==> config.mk <==
export PLATFORM = sky130hd
export DESIGN_NAME = hash_req_batcher
export DESIGN_NICKNAME = d
export VERILOG_FILES = /design/src/rtl/hash_pkg.sv /design/src/rtl/hash_key_conflict.sv /design/src/rtl/hash_req_batcher.sv
export SDC_FILE = /design/constraint.sdc
export NUM_CORES = 1
export LEC_CHECK = 0
export BUFFER_PORTS_ARGS = -buffer_cell sky130_fd_sc_hd__clkbuf_2
export CAP_MARGIN = 25
export CORE_MARGIN = 2
export CORE_UTILIZATION = 55
export CTS_CLUSTER_DIAMETER = 30
export DETAILED_ROUTE_END_ITERATION = 6
export GPL_ROUTABILITY_DRIVEN = 0
export PLACE_DENSITY = 0.79
export SYNTH_ARGS = -nofsm -noshare
export SYNTH_HDL_FRONTEND = slang
export SYNTH_HIERARCHICAL = 1
export SYNTH_SLANG_ARGS = --single-unit
==> constraint.sdc <==
create_clock -name clk -period 4.15 [get_ports clk]
set_input_delay 0.2075 -clock clk [delete_from_list [all_inputs] [get_ports clk]]
set_output_delay 0.2075 -clock clk [all_outputs]
set_load 0.01 [all_outputs]
==> src/rtl/hash_pkg.sv <==
// Shared definitions for the hash table and its request batcher.
// Holds the lane opcode encodings, the default key/value/data widths and the
// batcher FSM state type.
package hash_pkg;

  localparam logic [1:0] OPT_READ   = 2'b00;
  localparam logic [1:0] OPT_WRITE  = 2'b01;
  localparam logic [1:0] OPT_DELETE = 2'b10;
  localparam logic [1:0] OPT_NOP    = 2'b11;

  localparam int unsigned DEFAULT_KEY_WIDTH   = 32;
  localparam int unsigned DEFAULT_VALUE_WIDTH = 31;
  // One stored entry: key, value and an occupied flag.
  localparam int unsigned DEFAULT_DATA_WIDTH  = DEFAULT_KEY_WIDTH + DEFAULT_VALUE_WIDTH + 1;

  typedef enum logic [0:0] {
    StEmpty,
    StFilling
  } batch_state_e;

endpackage

==> src/rtl/hash_key_conflict.sv <==
// Combinational hazard detector for the request batcher.
// Flags a conflict when the incoming key matches any valid open lane and at
// least one of the two opcodes is not a read (read/read is harmless).
// Ports:
//   in_key, in_opt : incoming request key and opcode
//   lane_key       : NUM_RD packed lane keys, lane i at [i*KEY_WIDTH +: KEY_WIDTH]
//   lane_opt       : NUM_RD packed 2-bit lane opcodes
//   lane_valid     : per-lane occupied flags
//   conflict       : single hazard bit
module hash_key_conflict
  import hash_pkg::*;
#(
  parameter int unsigned NUM_RD    = 2,
  parameter int unsigned KEY_WIDTH = DEFAULT_KEY_WIDTH
) (
  input  logic [KEY_WIDTH-1:0]        in_key,
  input  logic [1:0]                  in_opt,
  input  logic [NUM_RD*KEY_WIDTH-1:0] lane_key,
  input  logic [2*NUM_RD-1:0]         lane_opt,
  input  logic [NUM_RD-1:0]           lane_valid,
  output logic                        conflict
);

  always_comb begin
    conflict = 1'b0;
    for (int i = 0; i < int'(NUM_RD); i++) begin
      if (lane_valid[i] && (lane_key[i*KEY_WIDTH +: KEY_WIDTH] == in_key) &&
          ((lane_opt[2*i +: 2] != OPT_READ) || (in_opt != OPT_READ))) begin
        conflict = 1'b1;
      end
    end
  end

endmodule

==> src/rtl/hash_req_batcher.sv <==
// Request packer in front of the hash table. Accepts one request per cycle on
// a valid/ready stream and issues NUM_RD-wide batches to the table lane buses
// for exactly one cycle each. A batch closes when full, when a new request
// hazards on an open key, on flush, or after FLUSH_CYCLES idle cycles.
// Ports:
//   clk, reset                      : clock, synchronous active-low reset
//   s_valid/s_ready/s_key/s_value/s_opt : request stream (opt 11 is dropped)
//   flush                           : force issue of the open batch
//   key/value/opt/en_in             : registered lane buses; qualify on en_in
//   issue_cnt                       : batches issued since reset (wraps)
// NUM_RD and NUM_WR must be equal; FLUSH_CYCLES must lie in 1..255.
module hash_req_batcher
  import hash_pkg::*;
#(
  parameter int unsigned NUM_RD       = 2,
  parameter int unsigned NUM_WR       = 2,
  parameter int unsigned KEY_WIDTH    = DEFAULT_KEY_WIDTH,
  parameter int unsigned VALUE_WIDTH  = DEFAULT_VALUE_WIDTH,
  parameter int unsigned FLUSH_CYCLES = 4
) (
  input  logic                          clk,
  input  logic                          reset,
  input  logic                          s_valid,
  output logic                          s_ready,
  input  logic [KEY_WIDTH-1:0]          s_key,
  input  logic [VALUE_WIDTH-1:0]        s_value,
  input  logic [1:0]                    s_opt,
  input  logic                          flush,
  output logic [NUM_RD*KEY_WIDTH-1:0]   key,
  output logic [NUM_WR*VALUE_WIDTH-1:0] value,
  output logic [2*NUM_WR-1:0]           opt,
  output logic [NUM_WR-1:0]             en_in,
  output logic [31:0]                   issue_cnt
);

  localparam int unsigned CntW = $clog2(NUM_RD + 1);
  localparam int unsigned KW   = NUM_RD * KEY_WIDTH;
  localparam int unsigned VW   = NUM_RD * VALUE_WIDTH;
  localparam int unsigned OW   = 2 * NUM_RD;

  batch_state_e       state_q, state_d;
  logic [CntW-1:0]    count_q, count_d;
  logic [7:0]         timer_q, timer_d;
  logic [KW-1:0]      buf_key_q, buf_key_d;
  logic [VW-1:0]      buf_val_q, buf_val_d;
  logic [OW-1:0]      buf_opt_q, buf_opt_d;
  logic [KW-1:0]      key_q, key_d;
  logic [VW-1:0]      value_q, value_d;
  logic [OW-1:0]      opt_q, opt_d;
  logic [NUM_RD-1:0]  en_q, en_d;
  logic [31:0]        issue_cnt_q, issue_cnt_d;

  logic               accept, placed, conflict, timeout, issue;
  logic [NUM_RD-1:0]  lane_valid;
  // Open lanes with the incoming request appended at lane count_q.
  logic [KW-1:0]      mrg_key;
  logic [VW-1:0]      mrg_val;
  logic [OW-1:0]      mrg_opt;
  logic [NUM_RD-1:0]  mrg_valid;
  // Lanes selected for issue this cycle.
  logic [KW-1:0]      iss_key;
  logic [VW-1:0]      iss_val;
  logic [OW-1:0]      iss_opt;
  logic [NUM_RD-1:0]  iss_valid;

  assign s_ready = reset;
  assign accept  = s_valid && s_ready;
  assign placed  = accept && (s_opt != OPT_NOP);

  always_comb begin
    for (int i = 0; i < int'(NUM_RD); i++) begin
      lane_valid[i] = (i < int'(count_q));
    end
  end

  hash_key_conflict #(
    .NUM_RD    (NUM_RD),
    .KEY_WIDTH (KEY_WIDTH)
  ) u_conflict (
    .in_key     (s_key),
    .in_opt     (s_opt),
    .lane_key   (buf_key_q),
    .lane_opt   (buf_opt_q),
    .lane_valid (lane_valid),
    .conflict   (conflict)
  );

  always_comb begin
    mrg_key   = buf_key_q;
    mrg_val   = buf_val_q;
    mrg_opt   = buf_opt_q;
    mrg_valid = lane_valid;
    if (placed) begin
      for (int i = 0; i < int'(NUM_RD); i++) begin
        if (i == int'(count_q)) begin
          mrg_key[i*KEY_WIDTH +: KEY_WIDTH]     = s_key;
          mrg_val[i*VALUE_WIDTH +: VALUE_WIDTH] = s_value;
          mrg_opt[2*i +: 2]                     = s_opt;
          mrg_valid[i]                          = 1'b1;
        end
      end
    end
  end

  // A placed accept restarts the idle window, so it never counts as a timeout.
  // Comparing against timer+1 lands the issue FLUSH_CYCLES cycles after the
  // last placed accept.
  assign timeout = (state_q == StFilling) && !placed &&
                   (({1'b0, timer_q} + 9'd1) >= 9'(FLUSH_CYCLES));

  always_comb begin
    state_d   = state_q;
    count_d   = count_q;
    timer_d   = timer_q;
    buf_key_d = buf_key_q;
    buf_val_d = buf_val_q;
    buf_opt_d = buf_opt_q;
    issue     = 1'b0;
    iss_key   = buf_key_q;
    iss_val   = buf_val_q;
    iss_opt   = buf_opt_q;
    iss_valid = lane_valid;

    if (placed && conflict) begin
      // Issue the open lanes only; carry the incoming request as lane 0.
      issue                            = 1'b1;
      buf_key_d                        = '0;
      buf_val_d                        = '0;
      buf_opt_d                        = '0;
      buf_key_d[KEY_WIDTH-1:0]         = s_key;
      buf_val_d[VALUE_WIDTH-1:0]       = s_value;
      buf_opt_d[1:0]                   = s_opt;
      count_d                          = CntW'(1);
      state_d                          = StFilling;
    end else if ((placed && (count_q == CntW'(NUM_RD - 1))) ||
                 (flush && ((count_q != '0) || placed))) begin
      issue     = 1'b1;
      iss_key   = mrg_key;
      iss_val   = mrg_val;
      iss_opt   = mrg_opt;
      iss_valid = mrg_valid;
      count_d   = '0;
      state_d   = StEmpty;
    end else if (placed) begin
      buf_key_d = mrg_key;
      buf_val_d = mrg_val;
      buf_opt_d = mrg_opt;
      count_d   = count_q + CntW'(1);
      state_d   = StFilling;
      timer_d   = '0;
    end else if (timeout) begin
      issue   = 1'b1;
      count_d = '0;
      state_d = StEmpty;
    end else if ((state_q == StFilling) && (timer_q != 8'(FLUSH_CYCLES))) begin
      timer_d = timer_q + 8'd1;
    end

    if (issue) begin
      timer_d = '0;
    end
  end

  // Lane output registers hold their contents between issues.
  always_comb begin
    key_d       = key_q;
    value_d     = value_q;
    opt_d       = opt_q;
    en_d        = '0;
    issue_cnt_d = issue_cnt_q;
    if (issue) begin
      en_d        = iss_valid;
      issue_cnt_d = issue_cnt_q + 32'd1;
      for (int i = 0; i < int'(NUM_RD); i++) begin
        key_d[i*KEY_WIDTH +: KEY_WIDTH] =
            iss_valid[i] ? iss_key[i*KEY_WIDTH +: KEY_WIDTH] : '0;
        value_d[i*VALUE_WIDTH +: VALUE_WIDTH] =
            iss_valid[i] ? iss_val[i*VALUE_WIDTH +: VALUE_WIDTH] : '0;
        opt_d[2*i +: 2] = iss_valid[i] ? iss_opt[2*i +: 2] : 2'b00;
      end
    end
  end

  always_ff @(posedge clk) begin
    if (!reset) begin
      state_q     <= StEmpty;
      count_q     <= '0;
      timer_q     <= '0;
      buf_key_q   <= '0;
      buf_val_q   <= '0;
      buf_opt_q   <= '0;
      key_q       <= '0;
      value_q     <= '0;
      opt_q       <= '0;
      en_q        <= '0;
      issue_cnt_q <= '0;
    end else begin
      state_q     <= state_d;
      count_q     <= count_d;
      timer_q     <= timer_d;
      buf_key_q   <= buf_key_d;
      buf_val_q   <= buf_val_d;
      buf_opt_q   <= buf_opt_d;
      key_q       <= key_d;
      value_q     <= value_d;
      opt_q       <= opt_d;
      en_q        <= en_d;
      issue_cnt_q <= issue_cnt_d;
    end
  end

  assign key       = key_q;
  assign value     = value_q;
  assign opt       = opt_q;
  assign en_in     = en_q;
  assign issue_cnt = issue_cnt_q;

endmodule

; Word level (Yosys, flattened, before mapping)
; Index checks and enable logic that the tools add are counted.
[op_classes]
bitwise = 3
n_eq_ne = 8
n_addsub = 4
n_lt_le_gt_ge = 3
n_reduce_logical = 33
n_mux = 52
[op_table]
columns = operator, count
row1 = 2-to-1 mux 32 bit, 7
row2 = 2-to-1 mux 31 bit, 7
row3 = 2-to-1 mux 64 bit, 3
row4 = 2-to-1 mux 62 bit, 3
row5 = equality test 32 bit, 2
row6 = adder 32 x 1 -> 32 bit (second input constant), 1
row7 = 2-to-1 mux 2 bit, 12
row8 = 2-to-1 mux 8 bit, 3
row9 = 2-to-1 mux 1 bit, 14
row10 = nonzero test 2 bit, 7
row11 = logical AND 1 bit, 12
row12 = 2-to-1 mux 4 bit, 3
row13 = adder 8 x 1 -> 9 bit (second input constant), 1
row14 = greater-or-equal comparator 9 x 3 -> 1 bit (second input constant), 1
row15 = adder 8 x 1 -> 8 bit (second input constant), 1
row16 = inequality test 8 x 3 -> 1 bit (second input constant), 1
row17 = inequality test 2 bit (second input constant), 3
row18 = AND reduction 2 bit, 3
row19 = logical OR 1 bit, 4
row20 = < comparator 1 x 2 -> 1 bit (first input constant), 2
row21 = AND reduction 4 bit, 1
row22 = nonzero test 4 bit, 1
row23 = OR reduction 2 bit, 2
row24 = NOT 1 bit, 3
row25 = other kinds (6), 6
[totals]
input_bits = 69
out_inout_bits = 165
register_bits = 305

; Logic depth before layout (Yosys ltp)
[depth]
ltp_word = 10
ltp_mapped = 13
mapped_depth_nobuf = 10

; Cells and area by module
; The synthesis kept the hierarchy.
[by_module_without_submodules]
columns = module, n_inst, cells_each, area_per_inst_um2, seq_area_each_um2
row1 = hash_req_batcher, 1, 1094, 11806.3, 6105.9
row2 = hash_key_conflict, 1, 90, 716.9, 0.0

; Worst setup path after synthesis
; Ideal clock, no wire load.
[synth_path]
kind = register to register
start = reg count_q[0]
end = reg key_q[32] (netlist: key[32])
t_required_ps = 4082
synth_period_minus_slack_ps = 2713
slack_ps = 1437
arrival_ps = 2646
stages_incl_launch_ff = 14
cell_sequence = dfxtp_1 -> inv_1 -> ha_1 -> clkinv_1 -> clkbuf_1 -> nand4_1 -> o21ai_1 -> nor3_1 -> o21a_1 -> o221a_4 -> or4_4 -> buf_6 -> buf_6 -> o2bb2ai_2
[synth_between]
elab_chain_cells = 8
[synth_lines]
columns = item, line_no
row1 = "start, declared", hash_req_batcher.sv:42  ; logic [CntW-1:0] count_q, count_d;
row2 = "start signal, assigned", hash_req_batcher.sv:199  ; count_q <= count_d;
row3 = < comparator 1 x 2 -> 1 bit (*), hash_req_batcher.sv:72  ; lane_valid[i] = (i < int'(count_q));
row4 = via lane_valid[0], hash_req_batcher.sv:54  ; logic [NUM_RD-1:0] lane_valid;
row5 = logical AND 1 bit (*) (2 in a row), hash_key_conflict.sv:27  ; if (lane_valid[i] && (lane_key[i*KEY_WIDTH +: KEY_WIDTH] == in_key) &&
row6 = 2-to-1 mux 1 bit (*) (2 in a row), hash_key_conflict.sv:27
row7 = via conflict, hash_req_batcher.sv:53  ; logic accept, placed, conflict, timeout, issue;
row8 = logical AND 1 bit (*), hash_req_batcher.sv:124  ; if (placed && conflict) begin
row9 = 2-to-1 mux 64 bit / 2-to-1 mux 2 bit (equally long branches), hash_req_batcher.sv:124
row10 = 2-to-1 mux 32 bit, hash_req_batcher.sv:176  ; iss_valid[i] ? iss_key[i*KEY_WIDTH +: KEY_WIDTH] : '0;
row11 = "end signal, assigned", hash_req_batcher.sv:204  ; key_q <= key_d;
row12 = "end, declared", hash_req_batcher.sv:47  ; logic [KW-1:0] key_q, key_d;
; Mark *: on every way through the listed nets, which the timed path passes. The rest lies on a longest branch.
; A chain may end at the register's enable or synchronous reset.

; Worst setup path after layout
[layout_path]
start = reg buf_key_q[5]
end = reg value_q[40] (netlist: value[40])
[layout_between]
elab_chain_cells = 8
[layout_lines]
columns = item, line_no
row1 = "start, declared", hash_req_batcher.sv:44  ; logic [KW-1:0] buf_key_q, buf_key_d;
row2 = "start signal, assigned", hash_req_batcher.sv:201  ; buf_key_q <= buf_key_d;
row3 = equality test 32 bit (*), hash_key_conflict.sv:27
row4 = logical AND 1 bit (*) (2 in a row), hash_key_conflict.sv:27
row5 = 2-to-1 mux 1 bit (*) (2 in a row), hash_key_conflict.sv:27
row6 = via conflict, hash_req_batcher.sv:53
row7 = logical AND 1 bit (*), hash_req_batcher.sv:124
row8 = 2-to-1 mux 62 bit / 2-to-1 mux 2 bit (equally long branches), hash_req_batcher.sv:124
row9 = 2-to-1 mux 31 bit, hash_req_batcher.sv:178  ; iss_valid[i] ? iss_val[i*VALUE_WIDTH +: VALUE_WIDTH] : '0;
row10 = "end signal, assigned", hash_req_batcher.sv:205  ; value_q <= value_d;
row11 = "end, declared", hash_req_batcher.sv:48  ; logic [VW-1:0] value_q, value_d;
; Marked as above.

==> metrics.cfg <==
[outcome]
status=completed

[power_and_ir_drop]
powerDensity_mw_per_mm2=520
p_leak_nw=6.37
ir_worst_vdd_v=0.000355

[global_route]
use_met1=0.383
use_met3=0.0618
overflow=0
use_met2=0.469
grt_pass1_vias=10500
grt_usage=0.292
grt_pass1_wl_um=56900
top_usage_layer=met2
grt_max_degree=96
antenna_found_initial=2

[min_path]
hp-class=input pin to register

[setup_path]
path_delay_family=simple AND/OR/NAND/NOR gates
cp_slowest_cell=or4_4
cp-start-kind=register
path_buf_inv=1
arrival_ns=4.26
endpoint_kind=register
slowest_delay_ns=0.82
path_cells=xnor2_1 -> nand4_1 -> nor4_1 -> nand4_1 -> o21ai_1 -> nor3_1 -> o21a_1 -> o221a_4 -> or4_4 -> buf_16 -> o2bb2ai_1
critical_path_required_ns=4.62
critPathKind=register to register
cp_max_fo=60
cp_common_cell=nand4_1
reg2reg_setup_slack_ns=0.36

[clock_network]
clockRootBuffer=clkbuf_16
cts_sinks=305
clkLatencyLatePin_ns=0.55
clkTransAtPathRegs_ns=0.05
cts_buffers=56
cts_setup_buffers=0
htreeDepth=2
cts_max_path_buffers=3
cts-resized-gates=0
tritoncts=yes

[logic_synthesis]
netlist_instances=1184
yosysUniqueCellTypes=54
synth-seq-cells=305
syn-num-nets=1258
synth-edff-count=0
ys.flop_type=dfxtp_1
yosys.area.top_type_share=0.488
synth_top_cells_by_area=dfxtp_1 (49%), mux2i_1 (10%), o2bb2ai_1 (6.4%)
ys_seq_area_frac=0.488
synth_area_leader_cell=dfxtp_1
syn_area_per_cell_um2=10.6
syn-cell-area_mm2=0.0125
async_reset_ff_frac=0
ys_warn_count=6

[detailed_routing]
routed_via_density=6.06
num_vias=10700
drc=0
dr.pass1.iters=5
wirelength_um=35900
antenna_left=0
drtIter0Drc=865
wl_per_cell_um=20.3

[sta]
slew_headroom=0.414
worst_slew_pin_slew_ns=0.879
finalCriticalPeriod_ns=3.79
finalSetupTns_ns=0
hold_viol=0
clock_skew_ns=0.0191
rsz0062_at_grt=false
clock.fmax_mhz=264
setup-violations-final=0
finalMaxSlewViolations=0
period_share=0.913

[run]
max-cap-violations=0

[floorplanning]
core-area_mm2=0.0225
die_x_um=155
start_util=0.557
dieArea_mm2=0.0240
die_h_um=155
row_count=55
io_pins=234

[place]
hpwlAfterDp_um=21300
port_buffers=233

[layout]
final_nets=1508
syn_to_final_growth_pct=30.4
multi_input_area_mm2=0.00598
seqCellArea_mm2=0.00611
drive_gt1_frac=0.275
n_fill_cell=1528
final_core_util=0.726

[power breakdown]
part           internal, mW  total [mW]  leakage, nW  switching [mW]
registers              2.97        3.00         2.46          0.0318
logic                 0.170       0.476         2.89           0.306
clock network          3.38        5.01         1.01            1.63
[registers in the layout (all words and copies together) (netlist names)]
signal / count
buf_key_q: 64
key: 64
buf_val_q: 62
value: 62
issue_cnt: 32
timer_q: 8
buf_opt_q: 4
opt: 4
count_q: 2
en_in: 2
state_q: 1
[worst register-to-register path: cells and delay by family, from the launching register on]
family / cells / cell delay, ns
xor gates and xnor gates: 1 / 0.39
buffers and inverters: 1 / 0.30
and+or+nand+nor: 5 / 1.51
AOI/OAI and AO/OA: 4 / 1.18
DFF: 1 / 0.33
[cell type report]
cell class	instances	share of cell area
Clock inverter	43	0.0387
Timing Repair Buffer	288	0.107
Sequential cell	305	0.374
Clock buffer	59	0.0890
Tap cell	285	0.0218
Multi-Input combinational cell	769	0.366
Inverter	14	0.00322
Antenna cell	1	0.000153
[stage by stage]
| stage | cells | power [mW] | hold slack, ns | area [um^2] | setup WS, ns |
|---|---|---|---|---|---|
| after detailed placement | 1620 | 3.49 | 0.445 | 13800 | 0.469 |
| after floorplan | 1184 | 3.33 | 0.355 | 12500 | 1.44 |
| after CTS | 1761 | 8.50 | 0.000985 | 16300 | 0.399 |
| after global placement | 1620 | 3.48 | 0.444 | 13800 | 0.581 |
| final | 1764 | 8.49 | 0.0119 | 16300 | 0.361 |
| after global routing | 1764 | 8.70 | 0.0194 | 16300 | 0.0967 |
[cells in the final DEF (no fill, tap or decap), types with 13 or more instances in the layout]
cell type	n
dfxtp_1	305
nor4_1	14
nand3_1	16
xnor2_1	46
dlygate4sd3_1	39
xor2_1	22
a22oi_1	65
and3_1	73
o31ai_1	18
nor2_1	79
bufinv_16	13
a21oi_1	34
nand2_1	29
mux2i_1	130
or4_1	17
clkbuf_2	233
o2bb2ai_1	91
clkbuf_16	57
nand4_1	22
o2bb2ai_2	39
[metal layers]
layer  wire, um  part of all wire  up-vias
li1           -                 -     4961
met1      15200              0.42     5136
met2      16600              0.46      489
met3       2840             0.079       98
met4       1270             0.035        2
met5         13           0.00036        -
[kinds of logic after synthesis]
family / share of synthesized area
flops: 0.488
compound gates: 0.195
simple gates: 0.122
buf+inv: 0.0376
fa+ha+maj: 0.00500
mux: 0.105
xor+xnor: 0.0476
[Yosys cell counts, types with 13 or more instances]
| cell type | number |
|---|---|
| a21oi_1 | 35 |
| a22oi_1 | 65 |
| and3_1 | 74 |
| buf_2 | 13 |
| clkbuf_1 | 69 |
| dfxtp_1 | 305 |
| mux2i_1 | 130 |
| nand2_1 | 31 |
| nand3_1 | 16 |
| nand4_1 | 22 |
| nor2_1 | 80 |
| nor4_1 | 15 |
| o2bb2ai_1 | 91 |
| o2bb2ai_2 | 39 |
| o31ai_1 | 18 |
| or4_1 | 17 |
| xnor2_1 | 46 |
| xor2_1 | 22 |
[repair_timing]
item / 4_1_cts / 5_1_grt
endpoints found under the setup margin: 0 / 0
endpoints found under the hold margin: 62 / 0
hold buffers: 39 / 0
[worst paths after layout]
check                    start            end  cells after the start
setup / recovery  buf_key_q[5]      value[40]                     11
hold / removal       s_key[23]  buf_key_q[23]                      3
setup reg to reg  buf_key_q[5]      value[40]                     11
hold reg to reg         key[6]         key[6]                      1
Power figures use the tool's default switching activity.
